`config.mk`:
```
export PLATFORM = sky130hd
export DESIGN_NAME = iopmp_cfg_sequencer
export DESIGN_NICKNAME = d
export VERILOG_FILES = /design/src/rtl/top_pkg.sv /design/src/rtl/iopmp_pkg.sv /design/src/rtl/tlul_pkg.sv /design/src/rtl/iopmp_seq_timer.sv /design/src/rtl/iopmp_cfg_sequencer.sv
export SDC_FILE = /design/constraint.sdc
export NUM_CORES = 1
export LEC_CHECK = 0
export CORE_AREA = 3 3 665 667
export CTS_CLUSTER_SIZE = 20
export DETAILED_ROUTE_END_ITERATION = 8
export DIE_AREA = 0 0 668 670
export GPL_TIMING_DRIVEN = 1
export RECOVER_POWER = 100
export SYNTH_ARGS = -nofsm -noshare
export SYNTH_HDL_FRONTEND = slang
export SYNTH_SLANG_ARGS = --single-unit
export TNS_END_PERCENT = 100
```
`constraint.sdc`:
```
create_clock -name clk -period 4.2 [get_ports clk]
set_input_delay 0.84 -clock clk [delete_from_list [all_inputs] [get_ports clk]]
set_output_delay 0.84 -clock clk [all_outputs]
set_load 0.03 [all_outputs]
```
`src/rtl/top_pkg.sv`:
```
// Global bus widths for the TL-UL fabric.
package top_pkg;
    localparam int TL_AW  = 32;
    localparam int TL_DW  = 32;
    localparam int TL_AIW = 8;
    localparam int TL_DIW = 1;
    localparam int TL_DBW = TL_DW / 8;
    localparam int TL_SZW = 2;
endpackage

```
`src/rtl/iopmp_pkg.sv`:
```
// Types shared by the IOPMP configuration sequencer: FSM state, error code,
// command slot record and the masked readback compare.
package iopmp_pkg;
    import top_pkg::*;

    typedef enum logic [2:0] {
        SEQ_IDLE    = 3'd0,
        SEQ_REQ     = 3'd1,
        SEQ_RSP     = 3'd2,
        SEQ_CHK_REQ = 3'd3,
        SEQ_CHK_RSP = 3'd4,
        SEQ_DONE    = 3'd5
    } iopmp_seq_state_e;

    typedef enum logic [1:0] {
        ERR_NONE     = 2'd0,
        ERR_DERR     = 2'd1,
        ERR_MISMATCH = 2'd2,
        ERR_TIMEOUT  = 2'd3
    } iopmp_seq_err_e;

    typedef struct packed {
        logic             op;     // 1 = PutFullData, 0 = Get
        logic [TL_AW-1:0] addr;
        logic [TL_DW-1:0] data;
        logic [TL_DW-1:0] vmask;
    } iopmp_seq_cmd_t;

    // A zero mask never reports a mismatch, which is how a slot opts out.
    function automatic logic masked_mismatch(input logic [TL_DW-1:0] rdata,
                                             input logic [TL_DW-1:0] expected,
                                             input logic [TL_DW-1:0] vmask);
        return |((rdata ^ expected) & vmask);
    endfunction
endpackage

```
`src/rtl/tlul_pkg.sv`:
```
// TL-UL opcodes and host/device channel structs.
package tlul_pkg;
    import top_pkg::*;

    typedef enum logic [2:0] {
        PutFullData    = 3'h0,
        PutPartialData = 3'h1,
        Get            = 3'h4
    } tl_a_op_e;

    typedef enum logic [2:0] {
        AccessAck     = 3'h0,
        AccessAckData = 3'h1
    } tl_d_op_e;

    typedef struct packed {
        logic                  a_valid;
        tl_a_op_e              a_opcode;
        logic [2:0]            a_param;
        logic [TL_SZW-1:0]     a_size;
        logic [TL_AIW-1:0]     a_source;
        logic [TL_AW-1:0]      a_address;
        logic [TL_DBW-1:0]     a_mask;
        logic [TL_DW-1:0]      a_data;
        logic                  d_ready;
    } tl_h2d_t;

    typedef struct packed {
        logic                  d_valid;
        tl_d_op_e              d_opcode;
        logic [2:0]            d_param;
        logic [TL_SZW-1:0]     d_size;
        logic [TL_AIW-1:0]     d_source;
        logic [TL_DIW-1:0]     d_sink;
        logic [TL_DW-1:0]      d_data;
        logic                  d_error;
        logic                  a_ready;
    } tl_d2h_t;
endpackage

```
`src/rtl/iopmp_seq_timer.sv`:
```
// Wait counter for the sequencer's handshake states.
// Ports:
//   clk, reset  - clock, synchronous active-high reset
//   clr         - restart the count from zero (state entry)
//   en          - count this cycle (in a waiting state)
//   expired     - count has reached TIMEOUT_CYCLES-1 while enabled
module iopmp_seq_timer #(
    parameter int TIMEOUT_CYCLES = 64
) (
    input  logic clk,
    input  logic reset,
    input  logic clr,
    input  logic en,
    output logic expired
);
    localparam int CW = (TIMEOUT_CYCLES > 1) ? $clog2(TIMEOUT_CYCLES) : 1;
    localparam logic [CW-1:0] LAST = CW'(TIMEOUT_CYCLES - 1);

    logic [CW-1:0] r_cnt;

    always_ff @(posedge clk) begin
        if (reset || clr) begin
            r_cnt <= '0;
        end else if (en && (r_cnt != LAST)) begin
            r_cnt <= r_cnt + 1'b1;
        end
    end

    assign expired = en && (r_cnt == LAST);
endmodule

```
`src/rtl/iopmp_cfg_sequencer.sv`:
```
// Boot-time programming engine for the IOPMP control port. On start it walks
// the command slots and issues one TL-UL transaction per slot, one at a time,
// checking Get responses (and optional write readbacks) under a mask.
// Optional feature macro: IOPMP_CFG_READBACK_EN (write-then-readback check).
// Ports:
//   clk, reset        - clock, synchronous active-high reset
//   start_i           - begin a sequence (sampled in IDLE only)
//   num_cmds_i        - number of valid slots, 0 finishes immediately
//   cmd_*_i[]         - per-slot opcode, address, data, compare mask
//   tl_o / tl_i       - TL-UL host request / device response
//   busy_o, done_o    - sequence active, one-cycle completion pulse
//   error_o           - sticky error, cleared by the next accepted start
//   err_idx_o         - slot that failed
//   err_code_o        - 0 none, 1 d_error, 2 data mismatch, 3 timeout
//
// state    | meaning
// IDLE     | waiting for start_i
// REQ      | A-channel request for slot idx held until a_ready
// RSP      | waiting for the D-channel response of slot idx
// CHK_REQ  | readback Get to the address just written
// CHK_RSP  | waiting for the readback response
// DONE     | one-cycle done_o, then IDLE
module iopmp_cfg_sequencer
    import top_pkg::*;
    import tlul_pkg::*;
    import iopmp_pkg::*;
#(
    parameter int                NUM_CMDS       = 16,
    parameter logic [TL_AIW-1:0] SOURCE_ID      = 8'hE7,
    parameter int                TIMEOUT_CYCLES = 64
) (
    input  logic                              clk,
    input  logic                              reset,
    input  logic                              start_i,
    input  logic [$clog2(NUM_CMDS+1)-1:0]     num_cmds_i,
    input  logic                              cmd_op_i    [NUM_CMDS],
    input  logic [TL_AW-1:0]                  cmd_addr_i  [NUM_CMDS],
    input  logic [TL_DW-1:0]                  cmd_data_i  [NUM_CMDS],
    input  logic [TL_DW-1:0]                  cmd_vmask_i [NUM_CMDS],
    output tl_h2d_t                           tl_o,
    input  tl_d2h_t                           tl_i,
    output logic                              busy_o,
    output logic                              done_o,
    output logic                              error_o,
    output logic [$clog2(NUM_CMDS)-1:0]       err_idx_o,
    output logic [1:0]                        err_code_o
);
    localparam int IW = $clog2(NUM_CMDS + 1);
    localparam int EW = $clog2(NUM_CMDS);

    iopmp_seq_state_e r_state, w_next;
    logic [IW-1:0]    r_idx, w_idx_next;
    logic [EW-1:0]    w_sel, w_sel_next;
    logic             r_error;
    iopmp_seq_err_e   r_err_code, w_err_code;
    logic [EW-1:0]    r_err_idx;
    tl_h2d_t          r_tl;
    iopmp_seq_cmd_t   w_cmd;
    logic             w_set_err, w_clr_err;
    logic             w_wait_state, w_state_chg, w_expired;
    logic             w_unused_tl;

    assign w_sel = r_idx[EW-1:0];
    assign w_cmd = '{op:    cmd_op_i[w_sel],
                     addr:  cmd_addr_i[w_sel],
                     data:  cmd_data_i[w_sel],
                     vmask: cmd_vmask_i[w_sel]};

    assign w_wait_state = (r_state == SEQ_REQ)     || (r_state == SEQ_RSP) ||
                          (r_state == SEQ_CHK_REQ) || (r_state == SEQ_CHK_RSP);
    assign w_state_chg  = (w_next != r_state);

    iopmp_seq_timer #(
        .TIMEOUT_CYCLES(TIMEOUT_CYCLES)
    ) u_timer (
        .clk     (clk),
        .reset   (reset),
        .clr     (w_state_chg),
        .en      (w_wait_state),
        .expired (w_expired)
    );

    always_comb begin
        w_next     = r_state;
        w_idx_next = r_idx;
        w_set_err  = 1'b0;
        w_clr_err  = 1'b0;
        w_err_code = ERR_NONE;
        case (r_state)
            SEQ_IDLE: begin
                if (start_i) begin
                    w_clr_err  = 1'b1;
                    w_idx_next = '0;
                    w_next     = (num_cmds_i != '0) ? SEQ_REQ : SEQ_DONE;
                end
            end
            SEQ_REQ: begin
                // A completing handshake wins over a same-cycle expiry.
                if (r_tl.a_valid && tl_i.a_ready) begin
                    w_next = SEQ_RSP;
                end else if (w_expired) begin
                    w_set_err  = 1'b1;
                    w_err_code = ERR_TIMEOUT;
                end
            end
            SEQ_RSP: begin
                if (tl_i.d_valid) begin
                    if (tl_i.d_error) begin
                        w_set_err  = 1'b1;
                        w_err_code = ERR_DERR;
                    end else if (!w_cmd.op &&
                                 masked_mismatch(tl_i.d_data, w_cmd.data, w_cmd.vmask)) begin
                        w_set_err  = 1'b1;
                        w_err_code = ERR_MISMATCH;
`ifdef IOPMP_CFG_READBACK_EN
                    end else if (w_cmd.op && (w_cmd.vmask != '0)) begin
                        w_next = SEQ_CHK_REQ;
`endif
                    end else begin
                        w_idx_next = r_idx + 1'b1;
                        w_next     = (w_idx_next == num_cmds_i) ? SEQ_DONE : SEQ_REQ;
                    end
                end else if (w_expired) begin
                    w_set_err  = 1'b1;
                    w_err_code = ERR_TIMEOUT;
                end
            end
`ifdef IOPMP_CFG_READBACK_EN
            SEQ_CHK_REQ: begin
                if (r_tl.a_valid && tl_i.a_ready) begin
                    w_next = SEQ_CHK_RSP;
                end else if (w_expired) begin
                    w_set_err  = 1'b1;
                    w_err_code = ERR_TIMEOUT;
                end
            end
            SEQ_CHK_RSP: begin
                if (tl_i.d_valid) begin
                    if (tl_i.d_error) begin
                        w_set_err  = 1'b1;
                        w_err_code = ERR_DERR;
                    end else if (masked_mismatch(tl_i.d_data, w_cmd.data, w_cmd.vmask)) begin
                        w_set_err  = 1'b1;
                        w_err_code = ERR_MISMATCH;
                    end else begin
                        w_idx_next = r_idx + 1'b1;
                        w_next     = (w_idx_next == num_cmds_i) ? SEQ_DONE : SEQ_REQ;
                    end
                end else if (w_expired) begin
                    w_set_err  = 1'b1;
                    w_err_code = ERR_TIMEOUT;
                end
            end
`endif
            SEQ_DONE: w_next = SEQ_IDLE;
            default:  w_next = SEQ_IDLE;
        endcase
        if (w_set_err) begin
            w_next = SEQ_DONE;
        end
    end

    assign w_sel_next = w_idx_next[EW-1:0];

    always_ff @(posedge clk) begin
        if (reset) begin
            r_state    <= SEQ_IDLE;
            r_idx      <= '0;
            r_tl       <= '0;
            r_error    <= 1'b0;
            r_err_code <= ERR_NONE;
            r_err_idx  <= '0;
        end else begin
            r_state <= w_next;
            r_idx   <= w_idx_next;

            if (w_clr_err) begin
                r_error    <= 1'b0;
                r_err_code <= ERR_NONE;
            end
            if (w_set_err) begin
                r_error    <= 1'b1;
                r_err_code <= w_err_code;
                r_err_idx  <= w_sel;
            end

            // tl_o is built from the next state so it is fully registered;
            // A fields are loaded only on entry and therefore hold until a_ready.
            r_tl.d_ready <= (w_next == SEQ_RSP) || (w_next == SEQ_CHK_RSP);
            if ((w_next == SEQ_REQ) && (r_state != SEQ_REQ)) begin
                r_tl.a_valid   <= 1'b1;
                r_tl.a_opcode  <= cmd_op_i[w_sel_next] ? PutFullData : Get;
                r_tl.a_param   <= 3'b000;
                r_tl.a_size    <= 2'b10;
                r_tl.a_source  <= SOURCE_ID;
                r_tl.a_address <= cmd_addr_i[w_sel_next];
                r_tl.a_mask    <= '1;
                r_tl.a_data    <= cmd_data_i[w_sel_next];
`ifdef IOPMP_CFG_READBACK_EN
            end else if ((w_next == SEQ_CHK_REQ) && (r_state != SEQ_CHK_REQ)) begin
                // Address still holds the write just acknowledged.
                r_tl.a_valid  <= 1'b1;
                r_tl.a_opcode <= Get;
`endif
            end else if ((w_next != SEQ_REQ) && (w_next != SEQ_CHK_REQ)) begin
                r_tl.a_valid <= 1'b0;
            end
        end
    end

    assign tl_o       = r_tl;
    assign busy_o     = (r_state != SEQ_IDLE);
    assign done_o     = (r_state == SEQ_DONE);
    assign error_o    = r_error;
    assign err_idx_o  = r_err_idx;
    assign err_code_o = r_err_code;

    assign w_unused_tl = ^{tl_i.d_opcode, tl_i.d_param, tl_i.d_size,
                           tl_i.d_source, tl_i.d_sink, w_cmd.addr};
endmodule
```
# Word level (Yosys, flattened, before mapping)

Index checks and enable logic that the tools add are counted.

Add/sub/neg operators: 2
$lt $le $gt $ge: 2
Equality and inequality tests: 19
Multiplexer cells: 53
Bitwise operators: 4
Reductions and logical operators: 20

Operators by type and width:

| cell                | number |
|---|---|
| $bmux 32 s4         | 4 |
| $mux 32             | 8 |
| $and 32x32->32      | 1 |
| $reduce_or 32->1    | 1 |
| $xor 32x32->32      | 1 |
| $mux 3              | 9 |
| $mux 5              | 4 |
| $mux 1              | 15 |
| $mux 2              | 7 |
| $ge 5x5->1 const B  | 2 |
| $not 4->5           | 2 |
| $pmux 5 s2          | 1 |
| $eq 3x2->1 const B  | 3 |
| $eq 3x3->1 const B  | 3 |
| $pmux 3 s3          | 1 |
| $bmux 1 s4          | 2 |
| $ne 2x2->1 const B  | 4 |
| $add 6x1->6 const B | 1 |
| $eq 3x1->1 const B  | 2 |
| $eq 6x6->1 const B  | 1 |
| $logic_and 1x1->1   | 6 |
| $ne 3x1->1 const B  | 2 |
| $ne 6x6->1 const B  | 1 |
| $reduce_bool 2->1   | 3 |
| 12 further kinds    | 16 |

Flip-flop bits (word level): 93
Bits of input ports: 1612

# Logic depth before layout (Yosys ltp)

Gate-level depths: netlist of the first run.

Word-level depth: 17
Depth in mapped cells: 23
Gate-level depth less buffers: 13

# Cells and area by module

A second synthesis of the first run with hierarchy kept.

Cell total of the unflattened synthesis: 2113
Area, all modules: 21963.6 µm²

Modules (own cells, without submodules):

| module              | instances | cells each | area each (µm²) |
|---|---|---|---|
| iopmp_cfg_sequencer | 1         | 2080       | 21662.0 |
| iopmp_seq_timer     | 1         | 33         | 301.5 |

# Least setup slack after synthesis of the first run

No wires, ideal clock.

Path type: input to register
Start point: input cmd_data_i[56] (netlist name)
End point: register r_tl (netlist bit tl_o[60])
Arrival time: 4263 ps
Required time: 4140 ps
Path slack: -123 ps
Cell stages on the path: 16
Path buffers: 3
Cell sequence: mux4_2 -> mux2i_1 -> xor2_1 -> nor2_1 -> or4_1 -> nor4_2 -> nand4_2 -> a21oi_4 -> mux2i_2 -> buf_2 -> buf_2 -> clkbuf_1 -> nand2_1 -> a32oi_1 -> nand4_1 -> nand2_1

Word-level cells in the longest chain between the ends: 15

Ends and longest elaborated chain:

| item                                           | RTL line                   | source |
|---|---|---|
| start: declaration                             | iopmp_cfg_sequencer.sv:38  | `input logic [TL_DW-1:0] cmd_data_i [NUM_CMDS],` |
| $bmux 32 s4 (*)                                | iopmp_cfg_sequencer.sv:66  | `data: cmd_data_i[w_sel],` |
| $mux 32 (not written as such) (*) (2 in a row) | iopmp_cfg_sequencer.sv:66  |  |
| $xor 32x32->32 (*)                             | iopmp_pkg.sv:33            | `return \|((rdata ^ expected) & vmask);` |
| $and 32x32->32 (*)                             | iopmp_pkg.sv:33            |  |
| $reduce_or 32->1 (*)                           | iopmp_pkg.sv:33            |  |
| $logic_and 1x1->1 (*)                          | iopmp_cfg_sequencer.sv:111 | `end else if (!w_cmd.op &&` |
| $mux 5                                         | iopmp_cfg_sequencer.sv:111 |  |
| $mux 5                                         | iopmp_cfg_sequencer.sv:108 | `if (tl_i.d_error) begin` |
| $mux 5                                         | iopmp_cfg_sequencer.sv:107 | `if (tl_i.d_valid) begin` |
| $pmux 5 s2                                     | iopmp_cfg_sequencer.sv:89  | `case (r_state)` |
| $not 4->5 (not written as such)                | iopmp_cfg_sequencer.sv:196 | `r_tl.a_address <= cmd_addr_i[w_sel_next];` |
| $bmux 32 s4                                    | iopmp_cfg_sequencer.sv:196 |  |
| $mux 32 (not written as such) (2 in a row)     | iopmp_cfg_sequencer.sv:196 |  |
| end: declaration                               | iopmp_cfg_sequencer.sv:57  | `tl_h2d_t r_tl;` |

Every way passes the cells marked *; elsewhere a longest branch is shown, timed or not. The select of a mux whose other input is x is not followed.
A chain may end at the register's enable or synchronous reset.

# Worst setup path after layout of the first run

Start point: input cmd_data_i[62] (netlist name)
End point: register r_tl (netlist bit tl_o[84])

Word-level cells in the longest chain between the ends: 16

Ends and longest elaborated chain:

| item                                           | RTL line                   | source |
|---|---|---|
| $bmux 32 s4 (*)                                | iopmp_cfg_sequencer.sv:66  |  |
| $mux 32 (not written as such) (*) (2 in a row) | iopmp_cfg_sequencer.sv:66  |  |
| $xor 32x32->32 (*)                             | iopmp_pkg.sv:33            |  |
| $and 32x32->32 (*)                             | iopmp_pkg.sv:33            |  |
| $reduce_or 32->1 (*)                           | iopmp_pkg.sv:33            |  |
| $logic_and 1x1->1 (*)                          | iopmp_cfg_sequencer.sv:111 |  |
| $mux 5                                         | iopmp_cfg_sequencer.sv:111 |  |
| $mux 5                                         | iopmp_cfg_sequencer.sv:108 |  |
| $mux 5                                         | iopmp_cfg_sequencer.sv:107 |  |
| $pmux 5 s2                                     | iopmp_cfg_sequencer.sv:89  |  |
| $not 4->5 (not written as such)                | iopmp_cfg_sequencer.sv:192 | `r_tl.a_opcode <= cmd_op_i[w_sel_next] ? PutFullData : Get;` |
| $bmux 1 s4                                     | iopmp_cfg_sequencer.sv:192 |  |
| $mux 1 (not written as such) (2 in a row)      | iopmp_cfg_sequencer.sv:192 |  |
| $mux 3                                         | iopmp_cfg_sequencer.sv:192 |  |

Marks and branches as above.

==> results of run 1 <==
-- power by group through the flow --
stage               Sequential [mW]  Combinational, mW  Clock [mW]
detailed placement            0.982               3.71           0
global route                  0.965               3.96        1.25
global placement              0.982               3.72           0
finish                        0.958               3.80        1.17
CTS                           0.964               3.84        1.26
floorplan                      1.04              0.685           0
-- cells by family (layout without fill, tap and decap cells) --
group,Yosys count,in the layout,share of synthesized area [%]
AO/OA/AOI/OAI,291,291,12.26
buffers and inverters,281,2505,7.430
multiplexers,645,645,45.80
other,1,152,0.01840
XOR/XNOR,96,96,4.126
flip-flops,89,89,8.744
adder cells (fa/ha/maj),2,2,0.1228
AND/OR/NAND/NOR,1005,1005,21.50
-- synth_stat cells, types with 7 or more instances --
cell,n
sky130_fd_sc_hd__a21oi_1,14
sky130_fd_sc_hd__a222oi_1,62
sky130_fd_sc_hd__a22oi_1,13
sky130_fd_sc_hd__a32oi_1,134
sky130_fd_sc_hd__buf_1,14
sky130_fd_sc_hd__buf_2,100
sky130_fd_sc_hd__buf_4,52
sky130_fd_sc_hd__buf_6,12
sky130_fd_sc_hd__clkbuf_1,91
sky130_fd_sc_hd__dfxtp_1,89
sky130_fd_sc_hd__inv_1,7
sky130_fd_sc_hd__mux2i_1,409
sky130_fd_sc_hd__mux4_2,229
sky130_fd_sc_hd__nand2_1,630
sky130_fd_sc_hd__nand3_1,207
sky130_fd_sc_hd__nand4_1,66
sky130_fd_sc_hd__nor2_1,35
sky130_fd_sc_hd__nor2b_1,7
sky130_fd_sc_hd__nor3_1,15
sky130_fd_sc_hd__nor4_1,7
sky130_fd_sc_hd__o22ai_1,22
sky130_fd_sc_hd__xnor2_1,23
sky130_fd_sc_hd__xor2_1,73
-- sequential cells by signal, indices dropped and copies added (netlist names) --
name           cells
tl_o              68
u_timer.r_cnt      6
r_idx              5
err_idx_o          4
r_state            3
err_code_o         2
error_o            1
-- critical path, stage by stage --
cell and delay, ns:
sky130_fd_sc_hd__clkdlybuf4s50_1 0.49, sky130_fd_sc_hd__mux4_2 0.53, sky130_fd_sc_hd__mux2i_4 0.22, sky130_fd_sc_hd__xor2_1 0.18
sky130_fd_sc_hd__buf_4 0.17, sky130_fd_sc_hd__nor2_1 0.06, sky130_fd_sc_hd__or4_4 0.56, sky130_fd_sc_hd__nor4_4 0.29
sky130_fd_sc_hd__buf_6 0.17, sky130_fd_sc_hd__nand4_4 0.13, sky130_fd_sc_hd__a21oi_4 0.24, sky130_fd_sc_hd__buf_8 0.15
sky130_fd_sc_hd__buf_4 0.12, sky130_fd_sc_hd__o311ai_4 0.10, sky130_fd_sc_hd__buf_4 0.17, sky130_fd_sc_hd__buf_12 0.14
sky130_fd_sc_hd__buf_4 0.21, sky130_fd_sc_hd__nand3_1 0.09, sky130_fd_sc_hd__nand4_1 0.45, sky130_fd_sc_hd__a221o_1 0.45
-- worst max path at each step --
stage          slack [ns]       end  cells after the start
3_3_place_gp        -3.43  tl_o[60]                     20
6_report            -1.32  tl_o[84]                     20
5_1_grt             -1.44  tl_o[60]                     23
2_1_floorplan      -0.004  tl_o[53]                     17
3_5_place_dp        -3.37  tl_o[60]                     20
4_1_cts             -1.48  tl_o[67]                     18
-- per-stage QoR --
stage / util, % / instances
global route: 12.19 / 10500
finish: 12.21 / 10540
detailed placement: 11.18 / 10200
global placement: 11.18 / 10200
CTS: 11.91 / 10340
floorplan: - / 2417
-- what timing repair did --
action,CTS,global route
endpoints found under the setup margin,87,87
cloned,28,7
pin swaps,149,118
resized for setup,315,104
buffers inserted,94,65
-- final cells by class --
cell class / count / area share, %
Tap cell: 5757 / 13.49
Clock inverter: 7 / 0.1524
Sequential cell: 89 / 3.359
Timing Repair Buffer: 2480 / 47.71
Clock buffer: 9 / 0.4219
Antenna cell: 144 / 0.6751
Multi-Input combinational cell: 2047 / 34.10
Inverter: 9 / 0.08673
-- metal layers --
layer | vias up | share of wire [%] | track usage [%]
met2 | 2742 | 49 | 28.92
met5 | - | 0.33 | 0
met1 | 16710 | 37 | 18.25
li1 | 13990 | - | -
met4 | 186 | 4.3 | 6.102
met3 | 921 | 10 | 6.564
==> impl_metrics.toml, run 1 <==
[logic_synthesis]
synth_edf_count = 0
ys_seq_area_share_pct = 8.744
post_synth_main_area_contributors = "sky130_fd_sc_hd__mux4_2, sky130_fd_sc_hd__mux2i_1, sky130_fd_sc_hd__nand2_1"
netlist.top_cell.by_area = "sky130_fd_sc_hd__mux4_2"
netlist_instances = 2410
synth.yosys.warnings = 0
synth.lib_cells_used.distinct = 71
syn_area_um2 = 20380
synth_ff_type = "sky130_fd_sc_hd__dfxtp_1"
synth.top_cell.area_share_pct = 25.31
avgSynthCellArea_um2 = 8.455
synth-async-reset-ratio_pct = 0
ys_ff_latch = 89

[placed_design]
place_area_um2 = 48900
place_congestion = 0.9828
dp_worst_setup_slack_ns = -3.373
numPortBuffers = 1681
dp_hpwl_mm = 352.7

[min_path]
hold_class = "reg2reg"
holdPathEnd = "err_idx_o[0]"
timing.hold.worst.start = "err_idx_o[0]"
min_delay_path_depth = 2

[floorplan]
fp.dieW_um = 668
rows = 243
core_um2 = 437200
floorplan.io_pins = 1707
die_height_um = 670
initial_core_util_pct = 4.661
dieArea_um2 = 447600

[timing]
finalSetupViolations = 87
tightest_slew_margin_relative_to_the_limit_pct = 14.14
finalHoldWorstSlack_ns = 0.4622
timing.fmax_ghz = 0.1813
clock_skew_ns = 0.04132
finalCriticalPeriod_ns = 5.516
aggregate_negative_setup_slack_ns = -77.96
finalHoldViolations = 0
grt_setup_unrepaired = "true"
slew_viol_final = 0
setup_slack_ns = -1.316
timing_worst_slew_pin_value_ns = 1.293
post-route-period-util_pct = 131.3

[critical_path]
timing.reg2reg.worst_path_depth = 23
critPathLaunch = "cmd_data_i[62]"
worstPathArrival_ns = 5.85
crit_type = "in2reg"
setup.reg_to_reg.worst_slack_ns = -1.25
setup.worst_path.end_class = "flop"
timing.critical_path.required_ns = 4.53
kind_of_start_point_of_the_critical_path = "input port"
timing.critical_path.fanout_max = 9
timing.rr.end = "tl_o[84]"
worstReg2RegStart = "r_idx[1]"

[detailed_routing]
drc_errors = 0
ant_nets = 0
wl_mm = 392.5
ratio_of_routed_vias_to_standard_cells = 3.278
detailroute.via_count = 34550
routed_wire_per_std_cell_um = 37.24
dr.pass1.iters = 9
dr.first_iter.drc_count = 3402

[run]
timing.max_cap.violations = 0

[finish]
fin_area_um2 = 53380
final_layout_size_suffix_gt1_share_pct = 25.96
layout-area-overhead-vs-synth_pct = 162.0
most-common-layout-cells = "sky130_fd_sc_hd__clkdlybuf4s50_1, sky130_fd_sc_hd__nand2_1, sky130_fd_sc_hd__buf_4"
finish.net_count = 6250
multi_input_comb_area_um2 = 18210
layout.cells.most_common = "sky130_fd_sc_hd__clkdlybuf4s50_1"
n_fill_cell = 50120
ff_latch_area_um2 = 1793

[cts]
tritoncts = "done"
clk_pin_slew_ns = 0.11
clock_tree.root_cell = "sky130_fd_sc_hd__clkbuf_16"
cts_buffer_depth = 2
post_cts_hold_buffer_count = 0
cts-buffers-inserted = 9
htree_num_levels = 3
clock_sinks = 89
clock_latency_ns = 0.48

[pwr]
power.internal_mw = 3.453
irDropWorstVdd_mv = 0.1797
leakage_nw = 18.91
power.share.combinational_pct = 64.1
p_seq_share_pct = 16.2
clkPwrFrac_pct = 19.7
power.share.switching_pct = 41.68
fin_total_pwr_mw = 5.920
switching_power_mw = 2.467
power_density_nw_per_um2 = 110.9

[global_route]
first_global_vias = 32680
globalRoute.totalOverflow = 0
grt_max_degree = 41
grt_antenna_before_repair = 437
global_route.usage.total_pct = 16.68
grt_pass1_wl_mm = 459.1

[status]
outcome = "finished with violations"
violations = "negative setup slack"
(Power assumes the default switching activity.)
==> inputs of run 2 (changes only) <==
--- a/config.mk
+++ b/config.mk
@@ -10,6 +10,7 @@
 export DETAILED_ROUTE_END_ITERATION = 8
 export DIE_AREA = 0 0 668 670
 export GPL_TIMING_DRIVEN = 1
+export PLACE_DENSITY = 0.3
 export RECOVER_POWER = 100
 export SYNTH_ARGS = -nofsm -noshare
 export SYNTH_HDL_FRONTEND = slang
==> run 2 against run 1 <==
Compared with the run above:
- the flow still finishes with violations (negative setup slack)
- first-iteration DRC count fell by 30%
- total power is 4.7% higher
- die area is the same
- sequential power hardly changed
- sequential share of layout area barely moved
- largest power group unchanged
==> impl_metrics.toml, run 2 (synthesis results as in run 1) <==
[status]
outcome = "finished with violations"
violations = "negative setup slack"

[critical_path]
worstPathArrival_ns = 6.10
max_stage_delay_ns = 0.51
kind_of_start_point_of_the_critical_path = "flop"
crit_type = "reg2reg"
path_cells = "buf_12, buf_12, buf_12, buf_4, mux4_2, mux2i_2, buf_4, xor2_2, o22ai_1, nor4_1, buf_4, a31oi_4, buf_4, buf_4, a21oi_4, o41ai_4, or2_4, a2111oi_4, buf_4, buf_8, buf_12, buf_16, a32oi_1, nand2_1"
timing.critical_path.fanout_max = 7
path_buf_inv = 12
timing.critical_path.required_ns = 4.69
worst_path_most_repeated_cell = "sky130_fd_sc_hd__buf_4"
setup.worst_path.end_class = "flop"
critical-path-top-delay-family = "buffers and inverters"
crit_path_top_delay_cell = "sky130_fd_sc_hd__mux4_2"

[timing]
finalHoldWorstSlack_ns = 0.4693
setup_slack_ns = -1.410
timing_worst_slew_pin_value_ns = 1.133
finalCriticalPeriod_ns = 5.610
aggregate_negative_setup_slack_ns = -98.92
grt_setup_unrepaired = "true"
finalSetupViolations = 87
finalHoldViolations = 0
post-route-period-util_pct = 133.6
tightest_slew_margin_relative_to_the_limit_pct = 24.80
clock_skew_ns = 0.05658
slew_viol_final = 0
timing.fmax_ghz = 0.1783

[pwr]
power.internal_mw = 3.719
power.share.combinational_pct = 62.6
p_seq_share_pct = 15.5
power.share.switching_pct = 39.99
clkPwrFrac_pct = 21.9
switching_power_mw = 2.478
leakage_nw = 18.84
irDropWorstVdd_mv = 0.1899
power_density_nw_per_um2 = 115.9

[detailed_routing]
detailroute.via_count = 32990
routed_wire_per_std_cell_um = 35.74
ratio_of_routed_vias_to_standard_cells = 3.137
ant_nets = 0
dr.first_iter.drc_count = 2393
wl_mm = 375.8
dr.pass1.iters = 6
drc_errors = 0

[global_route]
grt_antenna_before_repair = 311
globalRoute.totalOverflow = 0
global_route.usage.total_pct = 15.94
grt_max_degree = 43
grt_pass1_wl_mm = 448.2
first_global_vias = 34000

[cts]
clock_tree.root_cell = "sky130_fd_sc_hd__clkbuf_16"
cts_buffer_depth = 3
clock_sinks = 89
clock_latency_ns = 0.56
clk_pin_slew_ns = 0.12
tritoncts = "done"
htree_num_levels = 3
post_cts_hold_buffer_count = 0
cts-buffers-inserted = 13

[min_path]
hold_class = "reg2reg"

[placed_design]
dp_hpwl_mm = 335.2
place_congestion = 0.9028
numPortBuffers = 1681

[floorplan]
dieArea_um2 = 447600
die_height_um = 670
initial_core_util_pct = 4.661
fp.dieW_um = 668
floorplan.io_pins = 1707
core_um2 = 437200
rows = 243

[finish]
layout-area-overhead-vs-synth_pct = 162.5
largest_reg_flops = 68
final_layout_size_suffix_gt1_share_pct = 26.08
finish.net_count = 6271
most-common-layout-cells = "sky130_fd_sc_hd__clkdlybuf4s50_1, sky130_fd_sc_hd__nand2_1, sky130_fd_sc_hd__buf_4"
layout.cells.most_common = "sky130_fd_sc_hd__clkdlybuf4s50_1"
n_fill_cell = 50080

[run]
timing.max_cap.violations = 0
run 2: changes by cell type in the layout (fill, tap and decap cells not counted), moves of 9 or more:
cell,before,now
sky130_fd_sc_hd__buf_12,109,141
sky130_fd_sc_hd__buf_16,33,18
sky130_fd_sc_hd__buf_4,562,583
sky130_fd_sc_hd__buf_6,54,44
sky130_fd_sc_hd__buf_8,29,9
sky130_fd_sc_hd__clkbuf_16,16,30
sky130_fd_sc_hd__clkdlybuf4s50_1,1563,1594
sky130_fd_sc_hd__diode_2,144,100
sky130_fd_sc_hd__dlygate4sd2_1,26,0
sky130_fd_sc_hd__mux2i_1,357,344
sky130_fd_sc_hd__mux2i_2,25,37
sky130_fd_sc_hd__nand2_1,610,629
sky130_fd_sc_hd__nand2_2,14,1
sky130_fd_sc_hd__o22ai_1,10,19
run 2: final cells by class:
type | instances | area, µm² | area share [%]
multi-input combinational | 2047 | 18170 | 33.96
tap | 5757 | 7203 | 13.47
timing repair buffer | 2497 | 25670 | 47.98
antenna | 100 | 250.2 | 0.4678
clock inverter | 3 | 42.54 | 0.07953
inverter | 9 | 40.04 | 0.07485
sequential | 89 | 1793 | 3.352
clock buffer | 14 | 329.1 | 0.6152
run 2: power groups by stage:
stage          clock (mW)  combinational [mW]  sequential [mW]
2_1_floorplan           0               0.685             1.04
3_3_place_gp            0                3.84            0.986
3_5_place_dp            0                3.83            0.985
4_1_cts              1.50                3.94            0.968
5_1_grt              1.47                4.06            0.970
6_report             1.36                3.88            0.961
run 2: layer usage:
| layer | vias to the layer above | GRT usage (%) | wire length [µm] |
|---|---|---|---|
| li1 | 13970 | - | - |
| met1 | 16430 | 16.52 | 132900 |
| met2 | 1919 | 31.56 | 206100 |
| met3 | 614 | 3.217 | 22260 |
| met4 | 54 | 4.857 | 14240 |
| met5 | - | 0 | 370 |
run 2: worst reg2reg max path, stage by stage (launching register included):
cell	delay [ns]
sky130_fd_sc_hd__dfxtp_4	0.43
sky130_fd_sc_hd__buf_12	0.17
sky130_fd_sc_hd__buf_12	0.17
sky130_fd_sc_hd__buf_12	0.12
sky130_fd_sc_hd__buf_4	0.14
sky130_fd_sc_hd__mux4_2	0.51
sky130_fd_sc_hd__mux2i_2	0.37
sky130_fd_sc_hd__buf_4	0.25
sky130_fd_sc_hd__xor2_2	0.35
sky130_fd_sc_hd__o22ai_1	0.13
sky130_fd_sc_hd__nor4_1	0.45
sky130_fd_sc_hd__buf_4	0.27
sky130_fd_sc_hd__a31oi_4	0.13
sky130_fd_sc_hd__buf_4	0.15
sky130_fd_sc_hd__buf_4	0.14
sky130_fd_sc_hd__a21oi_4	0.17
sky130_fd_sc_hd__o41ai_4	0.12
sky130_fd_sc_hd__or2_4	0.30
sky130_fd_sc_hd__a2111oi_4	0.36
sky130_fd_sc_hd__buf_4	0.19
sky130_fd_sc_hd__buf_8	0.13
sky130_fd_sc_hd__buf_12	0.15
sky130_fd_sc_hd__buf_16	0.15
sky130_fd_sc_hd__a32oi_1	0.11
sky130_fd_sc_hd__nand2_1	0.09
run 2: what timing repair did:
action / CTS / global route
setup endpoints to repair: 87 / 87
gates cloned: 12 / 16
pin swaps: 54 / 98
setup buffers: 50 / 49
gates resized for setup: 126 / 142
run 2: per-stage QoR:
step           util, %  power [mW]  setup WS (ns)  cell area (µm²)  instances
6_report         12.23       6.197         -1.410            53490      10520
5_1_grt          12.22       6.501         -1.507            53450      10500
4_1_cts          11.86       6.401         -1.515            51860      10360
3_5_place_dp     11.41       4.816         -3.784            49870      10280
3_3_place_gp     11.40       4.831         -4.050            49860      10280
2_1_floorplan        -       1.725      -0.004482            20440       2417
run 2: worst paths after layout:
path | start | endpoint | slack [ns] | depth (start not counted)
hold / removal | tl_o[40] | tl_o[40] | 0.47 | 2
setup reg to reg | r_idx[1] | tl_o[66] | -1.41 | 24
setup / recovery | r_idx[1] | tl_o[66] | -1.41 | 24
hold reg to reg | tl_o[40] | tl_o[40] | 0.47 | 2
